$ cat src/rtl/qspi_flash_arbiter.sv
// Two-port round-robin arbiter that runs QSPI flash reads through the controller's register bus.
// Optional build macro QSPI_ARB_TIMEOUT_EN adds a poll-cycle timeout that reports through err_o.
module qspi_flash_arbiter #(
    parameter logic [31:0] CCR_READ    = 32'h0000_00EB,
    parameter int          TIMEOUT_CYC = 1024
) (
    input  logic        clk_i,
    input  logic        rst_i,
    input  logic [1:0]  req_i,
    input  logic [31:0] addr0_i,
    input  logic [31:0] addr1_i,
    input  logic [2:0]  len0_i,
    input  logic [2:0]  len1_i,
    output logic [1:0]  gnt_o,
    output logic [31:0] rdata_o,
    output logic [1:0]  rvalid_o,
    output logic [1:0]  done_o,
    output logic [1:0]  err_o,
    output logic        m_write_o,
    output logic [3:0]  m_be_o,
    output logic [5:0]  m_addr_o,
    output logic [31:0] m_wdata_o,
    input  logic [31:0] m_rdata_i
);

    typedef enum logic [2:0] {IDLE, WR_ADR, WR_CCR, POLL, RD_DR, CLR} state_t;

    state_t     state;
    logic [2:0] len_q;
    logic [2:0] cnt;
    logic       owner;
    logic       last;
    logic       pick;
    logic [1:0] owner_oh;

`ifdef QSPI_ARB_TIMEOUT_EN
    localparam int TW = $clog2(TIMEOUT_CYC) + 1;
    logic [TW-1:0] tcnt;
    logic [1:0]    err_q;
    assign err_o = err_q;
`else
    assign err_o = 2'b00;
`endif

    assign owner_oh = owner ? 2'b10 : 2'b01;

    // Read data is combinational from the registered DR address, so it is forwarded in the same cycle.
    assign rdata_o = (|rvalid_o) ? m_rdata_i : 32'h0;

    always_comb begin
        pick = 1'b0;
        if (req_i == 2'b11) begin
            pick = ~last;
        end else if (req_i[1]) begin
            pick = 1'b1;
        end
    end

    always_ff @(posedge clk_i) begin
        if (rst_i) begin
            state     <= IDLE;
            last      <= 1'b1;
            owner     <= 1'b0;
            cnt       <= 3'd0;
            gnt_o     <= 2'b00;
            rvalid_o  <= 2'b00;
            done_o    <= 2'b00;
            m_write_o <= 1'b0;
            m_be_o    <= 4'h0;
            m_addr_o  <= 6'h00;
            m_wdata_o <= 32'h0;
`ifdef QSPI_ARB_TIMEOUT_EN
            err_q     <= 2'b00;
            tcnt      <= '0;
`endif
        end else begin
            gnt_o    <= 2'b00;
            rvalid_o <= 2'b00;
            done_o   <= 2'b00;
`ifdef QSPI_ARB_TIMEOUT_EN
            err_q    <= 2'b00;
`endif
            case (state)
                IDLE: begin
                    if (|req_i) begin
                        owner     <= pick;
                        last      <= pick;
                        len_q     <= pick ? len1_i : len0_i;
                        gnt_o     <= pick ? 2'b10 : 2'b01;
                        m_write_o <= 1'b1;
                        m_be_o    <= 4'hF;
                        m_addr_o  <= 6'h04;
                        m_wdata_o <= pick ? addr1_i : addr0_i;
                        state     <= WR_ADR;
                    end
                end
                WR_ADR: begin
                    m_addr_o  <= 6'h00;
                    m_wdata_o <= {CCR_READ[31:28], len_q, CCR_READ[24:0]};
                    state     <= WR_CCR;
                end
                WR_CCR: begin
                    m_write_o <= 1'b0;
                    m_be_o    <= 4'h1;
                    m_addr_o  <= 6'h28;
                    m_wdata_o <= 32'h0;
`ifdef QSPI_ARB_TIMEOUT_EN
                    tcnt      <= '0;
`endif
                    state     <= POLL;
                end
                POLL: begin
                    if (m_rdata_i[1]) begin
                        m_be_o   <= 4'hF;
                        m_addr_o <= 6'h08;
                        cnt      <= 3'd0;
                        rvalid_o <= owner_oh;
                        state    <= RD_DR;
                    end
`ifdef QSPI_ARB_TIMEOUT_EN
                    else if (tcnt == TW'(TIMEOUT_CYC - 1)) begin
                        m_write_o <= 1'b1;
                        m_be_o    <= 4'h8;
                        m_addr_o  <= 6'h03;
                        m_wdata_o <= 32'h8000_0000;
                        done_o    <= owner_oh;
                        err_q     <= owner_oh;
                        state     <= CLR;
                    end else begin
                        tcnt <= tcnt + 1'b1;
                    end
`endif
                end
                RD_DR: begin
                    if (cnt == len_q) begin
                        m_write_o <= 1'b1;
                        m_be_o    <= 4'h8;
                        m_addr_o  <= 6'h03;
                        m_wdata_o <= 32'h8000_0000;
                        done_o    <= owner_oh;
                        state     <= CLR;
                    end else begin
                        cnt      <= cnt + 3'd1;
                        m_addr_o <= 6'h08 + {1'b0, cnt + 3'd1, 2'b00};
                        rvalid_o <= owner_oh;
                    end
                end
                CLR: begin
                    m_write_o <= 1'b0;
                    m_be_o    <= 4'h0;
                    m_addr_o  <= 6'h00;
                    m_wdata_o <= 32'h0;
                    state     <= IDLE;
                end
                default: state <= IDLE;
            endcase
        end
    end

endmodule

$ cat config.mk
export PLATFORM = sky130hd
export DESIGN_NAME = qspi_flash_arbiter
export DESIGN_NICKNAME = d
export VERILOG_FILES = /design/src/rtl/qspi_flash_arbiter.sv
export SDC_FILE = /design/constraint.sdc
export NUM_CORES = 1
export LEC_CHECK = 0
export ABC_AREA = 1
export CAP_MARGIN = 20
export CORE_MARGIN = 3
export CORE_UTILIZATION = 39
export CTS_CLUSTER_SIZE = 10
export DETAILED_ROUTE_END_ITERATION = 6
export PLACE_DENSITY = 0.93
export SLEW_MARGIN = 30
export SYNTH_ARGS = -nofsm -noshare
export SYNTH_HDL_FRONTEND = slang
export SYNTH_SLANG_ARGS = --single-unit
$ cat constraint.sdc
create_clock -name clk_i -period 1.77 [get_ports clk_i]
set_clock_uncertainty 0.15 [all_clocks]
set_input_delay 0.354 -clock clk_i [delete_from_list [all_inputs] [get_ports clk_i]]
set_output_delay 0.354 -clock clk_i [all_outputs]
set_load 0.05 [all_outputs]
==> flow_summary.toml <==
[critical_path]
critical_path_arrival_ps = 1340
crit_path_end_kind = "primary output"
crit_path_start = "rvalid_o[1]"
timing_worst_setup_path_type = "flop to primary output"
crit_path_frequent_cell = "nor2_4"
crit_path_start_kind = "flop"
max_stage_delay_ps = 350
r2r-end = "cnt[0]"
worstPathRequired_ps = 1270
worst_path_max_delay_cell = "dfxtp_4"
cp_max_fo = 8
cp_cell_sequence = "nor2_4 > buf_12 > buf_16 > nor2_4 > buf_8"
rr_startpoint = "len_q[1]"
ff2ff_path_depth = 8
r2r_slack_ps = 90

[logic_synthesis]
ys.flop_type = "dfxtp_1"
yosysTopAreaCell = "dfxtp_1"
synth.avg_cell_area_um2 = 5.76
synth.most_common_cell = "nand2_1"
synth-seq-area-share_pct = 35.1
yosys-top-cells-area = "dfxtp_1, nand2_1, nor2_1"
syn_inst = 589
synthTopCellsByCount = "nand2_1, nor2_1, inv_1"
synth_top_area_share_pct = 32.4
synth_edf_count = 3
async_reset_ff_share_pct = 0
ys_seq_elements = 58
ys_warn_count = 0
synth.distinct_cells = 27
synthesis.area_um2 = 3390

[clock_tree]
cts_buffers = 9
clock_path_buffers = 2
cts_hold_buf = 0
cts_tree = "built"
clk_pin_slew_ps = 70
cts.sinks = 58
h-tree-depth = 3
clk_latency_ps = 340
cts_root_buf = "clkbuf_8"

[sta]
finalCritPeriodShare_pct = 104
setup_slack_ps = -74.1
setup_viol = 28
rsz0062_at_grt = "yes"
drv_slew = 0
min_period_ps = 1840
hold_violations = 0
timing.setup.tns_ps = -1610
fmax_mhz = 542

[floorplanning]
dieArea_um2 = 9860
die_h_um = 99.3
die_x_um = 99.3
coreArea_um2 = 8340
start_util_pct = 40.7
rows = 33
ios = 189

[final_layout]
drive_gt1_share_pct = 23.4
design_area_um2 = 6310
layout.nets = 901
syn_to_final_growth_pct = 85.9
antennaDiodeCount = 0
stdcell_count = 903

[placement]
placed_area_um2 = 5830
preCtsSetupSlack_ps = -166
port_buffers = 186
dp_cells = 878
gp_congestion = 0.901
dp_hpwl_um = 9440

[global_routing]
antenna_found_initial = 0
grt_max_degree = 36
grt.overflow.total = 0
grt_pass1_vias = 4166
grt_usage_pct = 24.4
grt_pass1_wl_um = 19400

[detailed_routing]
antenna_left = 0
drtPass1Iterations = 5
dr_wl_met2_um = 6620
drc = 0
vias = 4296
wl_met3_um = 932
wl_per_cell_um = 13.8
wirelength_um = 12500
vias_per_cell = 4.76
wl_met1_um = 4590
drt-initial-drc-count = 166
highest_layer = "met4"

[pwr]
power_density_nw_per_um2 = 1160
peakVddDrop_mv = 0.872
p_leak_nw = 3.16
finalPower_mw = 7.33

[job]
cap_violations = 0

[hold_path]
hold_depth = 2
hp-class = "flop to flop"
min_to = "m_write_o"
min_from = "m_write_o"

[status]
outcome = "complete, but fails checks"
violations = "setup timing"
## routing by layer
metal	up-vias	GRT usage (%)
li1	2151	-
met1	1921	25.9
met2	193	45.1
met3	31	7.01
met4	0	9.56
met5	-	0
## cell type report
type                            instances  area, um^2
Sequential cell                        58        1200
Fill cell                             574        2030
Clock buffer                            9         124
Tap cell                              105         131
Clock inverter                          7        68.8
Multi-Input combinational cell        409        1960
Timing Repair Buffer                  224        2480
Inverter                               91         342
## report_power, final
part	leakage (nW)	internal, mW	total [mW]	switching, mW
combinational	2.58	1.58	4.26	2.68
sequential	0.484	1.65	1.86	0.212
clock	0.0954	0.646	1.21	0.566
total	3.16	3.88	7.33	3.45
## worst max-delay path by stage
stage / to / cells after the start
after global routing: rdata_o[19] / 5
after global placement: m_be_o[3] / 10
after floorplan: rdata_o[0] / 2
after detailed placement: m_wdata_o[25] / 11
final: rdata_o[22] / 5
after CTS: rdata_o[31] / 5
## worst max-delay path: cells and delay by family, from the launching register on
kind                   cells  cell delay, ps
and+or+nand+nor            2             180
buffers and inverters      3             450
DFF                        1             350
## cell families (layout without fill, tap and decap cells)
kind of cell	Yosys count	count (layout)	synth area share, %
other cells	1	2	0.110
flops	58	58	35.1
buf+inv	123	331	15.2
xor+xnor	2	2	0.516
compound gates	27	27	4.17
simple gates	376	376	44.2
fa+ha+maj	2	2	0.737
## flip-flops by register name, summed over array words and instances, names as in the netlist, 2 cells and up
signal and count:
cnt 3, done_o 2, gnt_o 2, len_q 3, m_addr_o 5, m_be_o 3, m_wdata_o 32, rvalid_o 2
state 3
## cells in the final DEF (no fill, tap or decap), drive strengths merged
cell             n
a21oi           16
a22oi            1
a31oi            3
buf            117
bufinv           1
clkbuf          11
clkdlybuf4s50  105
clkinv           4
clkinvlp         2
conb             2
dfxtp           55
edfxtp           3
ha               2
inv             91
nand2          243
nand3           12
nand4           17
nor2           101
nor3             3
o21ai            7
xnor2            1
xor2             1
## timing repair
action                                  CTS  global route
gates cloned                              1             2
buffers inserted                          2             5
endpoints found under the setup margin   32            68
resized for setup                        21            19
pin swaps                                 1            11
## per-stage QoR
step	hold slack, ps	utilization [%]
global route	363	75.7
CTS	330	73.8
global placement	298	69.9
detailed placement	320	69.9
finish	330	75.7
floorplan	279	-
(Power assumes the default switching activity.)
